File: src/rtl/pc_call_stack.sv
// Program counter with a hardware return-address stack.
// Commands (one per cycle, priority jsr > ret > jmp > preload > increment)
// update pc, the stack and the sticky error flags on the rising clock edge.
module pc_call_stack #(
  parameter  int ADDR_W = 11,
  parameter  int REL_W  = 10,
  parameter  int DEPTH  = 4,
  localparam int SP_W   = $clog2(DEPTH + 1)
) (
  input  logic              clock_i,
  input  logic              reset_i,
  input  logic              enable_i,
  input  logic              preload_i,
  input  logic [ADDR_W-1:0] preload_addr_i,
  input  logic [REL_W-1:0]  relative_addr_i,
  input  logic              jsr_i,
  input  logic              ret_i,
  input  logic              jmp_i,
  input  logic              clear_err_i,
  output logic [ADDR_W-1:0] pc_o,
  output logic [ADDR_W-1:0] incr_pc_o,
  output logic [SP_W-1:0]   sp_o,
  output logic [ADDR_W-1:0] stack_top_o,
  output logic              full_o,
  output logic              empty_o,
  output logic              overflow_o,
  output logic              underflow_o
);

  logic [ADDR_W-1:0]             pc_q, pc_d;
  logic [ADDR_W-1:0]             incr_pc_q, incr_pc_d;
  logic [SP_W-1:0]               sp_q, sp_d;
  logic [ADDR_W-1:0]             top_q, top_d;
  logic [DEPTH-1:0][ADDR_W-1:0]  stack_q, stack_d;
  logic                          ovf_q, ovf_d;
  logic                          unf_q, unf_d;
  logic                          full, empty;
  logic                          push;
  logic                          ovf_set, unf_set;
  logic [ADDR_W-1:0]             off;

  assign full  = (sp_q == SP_W'(DEPTH));
  assign empty = (sp_q == '0);
  assign off   = {{(ADDR_W-REL_W){relative_addr_i[REL_W-1]}}, relative_addr_i};

  // Next pc / sp selection; wrap-around of all sums is intentional and silent.
  always_comb begin
    pc_d    = pc_q;
    sp_d    = sp_q;
    push    = 1'b0;
    ovf_set = 1'b0;
    unf_set = 1'b0;
    if (enable_i) begin
      if (jsr_i) begin
        if (!full) begin
          push = 1'b1;
          sp_d = sp_q + SP_W'(1);
          pc_d = pc_q + off + ADDR_W'(1);
        end else begin
          pc_d    = pc_q + ADDR_W'(1);
          ovf_set = 1'b1;
        end
      end else if (ret_i) begin
        if (!empty) begin
          // top_q always mirrors stack[sp-1], so no indexed read is needed here
          pc_d = top_q + ADDR_W'(1);
          sp_d = sp_q - SP_W'(1);
        end else begin
          pc_d    = pc_q + ADDR_W'(1);
          unf_set = 1'b1;
        end
      end else if (jmp_i) begin
        pc_d = pc_q + off + ADDR_W'(1);
      end else if (preload_i) begin
        pc_d = preload_addr_i;
      end else begin
        pc_d = pc_q + ADDR_W'(1);
      end
    end
  end

  // Stack write on push; popped entries are left in place.
  always_comb begin
    stack_d = stack_q;
    for (int i = 0; i < DEPTH; i++) begin
      if (push && sp_q == SP_W'(i)) stack_d[i] = pc_q;
    end
  end

  // Registered view of the entry below the post-update stack pointer.
  always_comb begin
    top_d = '0;
    for (int i = 0; i < DEPTH; i++) begin
      if (sp_d == SP_W'(i + 1)) top_d = stack_d[i];
    end
  end

  // Sticky flags: a new error beats clear_err; clear_err works even when stalled.
  always_comb begin
    incr_pc_d = pc_d + ADDR_W'(1);
    ovf_d     = ovf_set | (ovf_q & ~clear_err_i);
    unf_d     = unf_set | (unf_q & ~clear_err_i);
  end

  // State registers with synchronous reset.
  always_ff @(posedge clock_i) begin
    if (reset_i) begin
      pc_q      <= '0;
      incr_pc_q <= ADDR_W'(1);
      sp_q      <= '0;
      top_q     <= '0;
      stack_q   <= '0;
      ovf_q     <= 1'b0;
      unf_q     <= 1'b0;
    end else begin
      pc_q      <= pc_d;
      incr_pc_q <= incr_pc_d;
      sp_q      <= sp_d;
      top_q     <= top_d;
      stack_q   <= stack_d;
      ovf_q     <= ovf_d;
      unf_q     <= unf_d;
    end
  end

  assign pc_o        = pc_q;
  assign incr_pc_o   = incr_pc_q;
  assign sp_o        = sp_q;
  assign stack_top_o = top_q;
  assign full_o      = full;
  assign empty_o     = empty;
  assign overflow_o  = ovf_q;
  assign underflow_o = unf_q;

endmodule

File: config.mk
export PLATFORM = sky130hd
export DESIGN_NAME = pc_call_stack
export DESIGN_NICKNAME = d
export VERILOG_FILES = /design/src/rtl/pc_call_stack.sv
export SDC_FILE = /design/constraint.sdc
export NUM_CORES = 1
export LEC_CHECK = 0
export CORE_ASPECT_RATIO = 0.8
export CORE_MARGIN = 2
export CORE_UTILIZATION = 40
export CTS_BUF_LIST = sky130_fd_sc_hd__clkbuf_4 sky130_fd_sc_hd__clkbuf_8
export DETAILED_ROUTE_END_ITERATION = 16
export HOLD_SLACK_MARGIN = 0.05
export PLACE_DENSITY = 0.65
export SETUP_SLACK_MARGIN = 0.2
export SLEW_MARGIN = 10
export SYNTH_ARGS = -nofsm -noshare
export SYNTH_HDL_FRONTEND = slang
export SYNTH_SLANG_ARGS = --single-unit
File: constraint.sdc
create_clock -name clock_i -period 6.9 [get_ports clock_i]
set_input_delay 1.035 -clock clock_i [delete_from_list [all_inputs] [get_ports clock_i]]
set_output_delay 1.035 -clock clock_i [all_outputs]
set_load 0.02 [all_outputs]
======== Yosys cells after proc, flatten, opt, wreduce, memory -nomap -nowiden ========
Cells that the tools add are included.
word-level totals
  output and inout bits ................... 40
  word-level logic and storage cells ...... 65
  ROM bits ................................ 0
  input bits .............................. 29
  register bits after elaboration ......... 82
  memory bits (writable) .................. 0
  latch bits .............................. 0
  memories kept ........................... 0
cells by class
  magnitude comparators ................... 0
  mux-type cells .......................... 30
  equality and inequality tests ........... 8
  bitwise operators ....................... 5
  div/mod/pow operators ................... 0
  reduce and logical (&&, ||, !) cells .... 5
  $add $sub $neg .......................... 7
  $mul .................................... 0
  shift operators ......................... 0
operators by type and width
  cell                     count
  $mux W11                 15
  $add A11 B1 Y11 const B  4
  $mux W3                  5
  $eq A3 B2 Y1 const B     4
  $add A11 B11 Y11         1
  $mux W1                  10
  $eq A3 B1 Y1 const B     2
  $eq A3 B3 Y1 const B     2
  $logic_and A1 B1 Y1      4
  $add A3 B1 Y3 const B    1
  $logic_not A3 Y1         1
  $sub A3 B1 Y3 const B    1
  $and A1 B1 Y1            2
  $or A1 B1 Y1             2
  $not A1 Y1               1

======== Logic depth before layout (Yosys ltp) ========
  depth after elaboration ................. 10
  gate-level depth with buffers ........... 15
  mapped depth without buffers ............ 14

======== Least setup slack after synthesis ========
OpenSTA, ideal clock, no wires.
  path kind ............................... input to register
  start ................................... input port relative_addr_i[0]
  end ..................................... register incr_pc_q[10], in the netlist incr_pc_o[10]
  data arrival time ....................... 3.367 ns
  buffers on the path ..................... 0
  library setup time ...................... 0.123 ns
  cell stages on the path ................. 12
  setup slack ............................. 3.410 ns
  cell sequence ........................... inv_1 > ha_1 > inv_1 > fa_1 > and3_1 > o21ai_0 > a21oi_1 > or4b_4 > nor4b_4 > nand3b_2 > nor3_2 > mux2_1
between the ends
  longest elaborated chain between the ends .. 7
  elaborated cells on any way between the ends .. 8
  classes of those cells .................. add/sub (3); mux (5)
ends and longest elaborated chain
  element               line    text
  from (decl)           15      input logic [REL_W-1:0] relative_addr_i,
  $add A11 B11 Y11 *    58, 73
  $add A11 B1 Y11 *     58, 73
  $mux W11              72      end else if (jmp_i) begin
  $mux W11              63      end else if (ret_i) begin
  $mux W11 *            54      if (jsr_i) begin
  $mux W11 *            53      if (enable_i) begin
  $add A11 B1 Y11 *     100     incr_pc_d = pc_d + ADDR_W'(1);
  to (signal assigned)  117     incr_pc_q <= incr_pc_d;
  to (decl)             31      logic [ADDR_W-1:0] incr_pc_q, incr_pc_d;
Mark *: on every way between the ends. The rest lies on a longest branch, timed or not.
A chain may end at the register's enable or synchronous reset.

======== Worst setup path after layout ========
  start ................................... input port jsr_i
  end ..................................... register top_q[9], in the netlist stack_top_o[9]
between the ends
  longest elaborated chain between the ends .. 8
  elaborated cells on any way between the ends .. 20
  classes of those cells .................. eq/ne (4); mux (12); reduce/logical (4)
ends and longest elaborated chain
  element                line  text
  from (decl)            16    input logic jsr_i,
  $mux W1                54
  $mux W1                53
  $logic_and A1 B1 Y1    86    if (push && sp_q == SP_W'(i)) stack_d[i] = pc_q;
  $mux W11               86
  $mux W11 (3 in a row)  94    if (sp_d == SP_W'(i + 1)) top_d = stack_d[i];
  $mux W11 *             94
  to (signal assigned)   119   top_q <= top_d;
  to (decl)              33    logic [ADDR_W-1:0] top_q, top_d;
Marks and branches as above.

==> impl_metrics.json <==
{
  "antenna_found_initial": 0,
  "finalSetupViolCount": 0,
  "period_share_pct": 57.2,
  "maxCapViolCount": 0,
  "dr_total_vias": 4956,
  "critPathSlowestCell": "clkdlybuf4s50_1",
  "ant_nets": 0,
  "portBuffers": 68,
  "ir_worst_vdd_mv": 0.125,
  "synth-seq-area-share_pct": 33.0,
  "clkSlewWorstSetupHoldPaths_ns": 0.09,
  "numCtsBuffers": 9,
  "synth-edff-count": 0,
  "worst_pin_slew_ns": 0.826,
  "status": "complete, no violations",
  "synth-seq-cells": 82,
  "die-width_um": 129,
  "netlist.area_leader.share_pct": 33.0,
  "power_density_nw_per_um2": 220,
  "fp.coreArea_um2": 12200,
  "syn_inst": 633,
  "ctsHoldBuffers": 0,
  "h-tree-depth": 3,
  "syn_nets": 682,
  "critPathRequiredTime_ns": 7.19,
  "cts_root_buffer": "clkbuf_8",
  "grt_max_degree": 83,
  "finalSetupTns_ns": 0,
  "syn_avg_cell_area_um2": 7.86,
  "drt_iter0_markers": 475,
  "antennaDiodeCount": 0,
  "ys_top_cells_by_area": "dfxtp_1, nor2_1, nand2_1",
  "rows": 36,
  "drv_slew": 0,
  "ys_types": 72,
  "finalPower_mw": 1.29,
  "drive_above_1_share_pct": 5.22,
  "totalWireLength_mm": 15.9,
  "post_cts_buffers": 0,
  "clock-sinks": 82,
  "synth_warnings": 0,
  "synth_async_sr_flop_share_pct": 0,
  "viasPerCell": 6.03,
  "ys.flop_type": "dfxtp_1",
  "nNetsFinal": 715,
  "crit_type": "in -> reg",
  "syn2layout_area_growth_pct": 17.4,
  "yosysTopAreaCell": "dfxtp_1",
  "dieArea_um2": 13400,
  "tritoncts": "built",
  "dp_hpwl_mm": 11.2,
  "grt_pass1_wl_mm": 25.4,
  "drt_first_pass_iters": 5,
  "leakagePower_nw": 2.19,
  "cp-start-kind": "primary input",
  "drc": 0,
  "fin_crit_ns": 3.95,
  "cts_resized": 0,
  "clk_latency_ns": 0.36,
  "crit_arrival_ns": 4.24,
  "crit_path_max_incr_delay_ns": 1.00,
  "globalplace.congestion": 0.913,
  "start_util_pct": 40.9,
  "hold_viol": 0,
  "crit_path_end_kind": "flop",
  "rsz0062_at_grt": "false",
  "hp-class": "reg -> reg",
  "maxSlewHeadroom_pct": 44.9,
  "path_cells": "clkdlybuf4s50_1, nand2_1, nor2_1, nand2_1, nand3_1, o22ai_1, a211oi_1, o21ai_0, a21oi_1",
  "grt_overflow": 0,
  "io_pins": 69,
  "cp_max_fo": 24,
  "fmax_ghz": 0.253,
  "wl_per_cell_um": 19.4,
  "die_h_um": 104,
  "first_global_vias": 4719,
  "skew_ns": 0.0126,
  "grt_usage_pct": 24.2,
  "netlist_area_um2": 4980,
  "clk_path_buf_depth": 2,
  "crit_top_cell": "nand2_1"
}
## layer usage
| layer | global-route usage [%] | part of all wire [%] | up-vias | wire length, um |
|---|---|---|---|---|
| met5 | 0 | 0 | - | 0 |
| met4 | 8.93 | 2.6 | 0 | 416 |
| met3 | 4.80 | 6.3 | 29 | 1010 |
| met2 | 37.0 | 45 | 206 | 7120 |
| met1 | 33.5 | 46 | 2375 | 7380 |
| li1 | - | - | 2346 | - |
## worst max-delay path, delay by kind of cell
kind | cells | cell delay (ns)
AOI/OAI and AO/OA | 4 | 0.76
buffers and inverters | 1 | 1.00
and+or+nand+nor | 4 | 1.43
## sequential cells by signal (all words and copies together), names as in the netlist
name         count
stack_q         44
stack_top_o     11
pc_o            11
overflow_o       1
incr_pc_o       11
sp_o             3
underflow_o      1
## logic make-up after synthesis
| logic type | count (synthesis) | synth area share [%] |
|---|---|---|
| AO/OA/AOI/OAI | 173 | 23.8 |
| XOR/XNOR | 18 | 3.17 |
| adder cells (fa/ha/maj) | 20 | 5.18 |
| buffers and inverters | 73 | 6.28 |
| flip-flops | 82 | 33.0 |
| multiplexers | 25 | 5.13 |
| AND/OR/NAND/NOR | 242 | 23.5 |
## cells in the final DEF (no fill, tap or decap), types with 10 or more instances in the layout
cell	count
inv_1	24
a21oi_1	49
o21ai_0	22
nor2_1	78
nand3_1	14
o22ai_1	14
o32ai_1	10
xnor2_1	10
a21o_1	10
clkdlybuf4s50_1	67
ha_1	19
mux2i_1	21
clkbuf_8	10
dfxtp_1	82
o32a_1	10
nand2_1	75
## Yosys cell counts (all sizes together), types with 5 or more instances
| master | n |
|---|---|
| a211oi | 6 |
| a21o | 10 |
| a21oi | 50 |
| a31oi | 9 |
| and3 | 8 |
| buf | 19 |
| clkbuf | 30 |
| dfxtp | 82 |
| ha | 19 |
| inv | 24 |
| mux2i | 21 |
| nand2 | 75 |
| nand2b | 7 |
| nand3 | 14 |
| nand4 | 5 |
| nor2 | 78 |
| nor2b | 9 |
| nor3 | 9 |
| nor4 | 6 |
| o211ai | 5 |
| o21ai | 23 |
| o22ai | 14 |
| o32a | 10 |
| o32ai | 10 |
| or3 | 6 |
| xnor2 | 10 |
| xor2 | 8 |
## final timing paths
| check | from | end | slack, ns | cells past startpoint |
|---|---|---|---|---|
| worst min register to register | stack_q[25] | stack_q[25] | 0.46 | 2 |
| worst min-delay path | stack_q[25] | stack_q[25] | 0.46 | 2 |
| worst max-delay path | jsr_i | stack_top_o[9] | 2.95 | 9 |
| worst max register to register | sp_o[1] | stack_top_o[9] | 3.33 | 10 |
## through the flow
step	cells	hold slack (ns)	util, %	instance area [um2]	worst slack [ns]
after floorplan	633	0.436	-	4980	3.41
after global placement	807	0.442	46.4	5640	2.71
after detailed placement	807	0.447	46.4	5640	2.62
after CTS	822	0.461	48.0	5840	3.00
after global routing	822	0.483	48.0	5840	2.66
final	822	0.457	48.0	5840	2.95
## layout make-up
type / count / area, um2
fill: 1236 / 6320
multi-input combinational: 478 / 3020
sequential: 82 / 1640
timing repair buffer: 71 / 698
tap: 152 / 190
clock buffer: 10 / 138
inverter: 24 / 90.1
clock inverter: 5 / 62.6
## where the power goes
group	switching (mW)	total (mW)	leakage, nW	internal, mW
clock network	0.182	0.359	0.0950	0.177
registers	0.0455	0.545	0.667	0.499
logic	0.226	0.384	1.43	0.158
No activity file was read; power rests on OpenSTA's default activity.
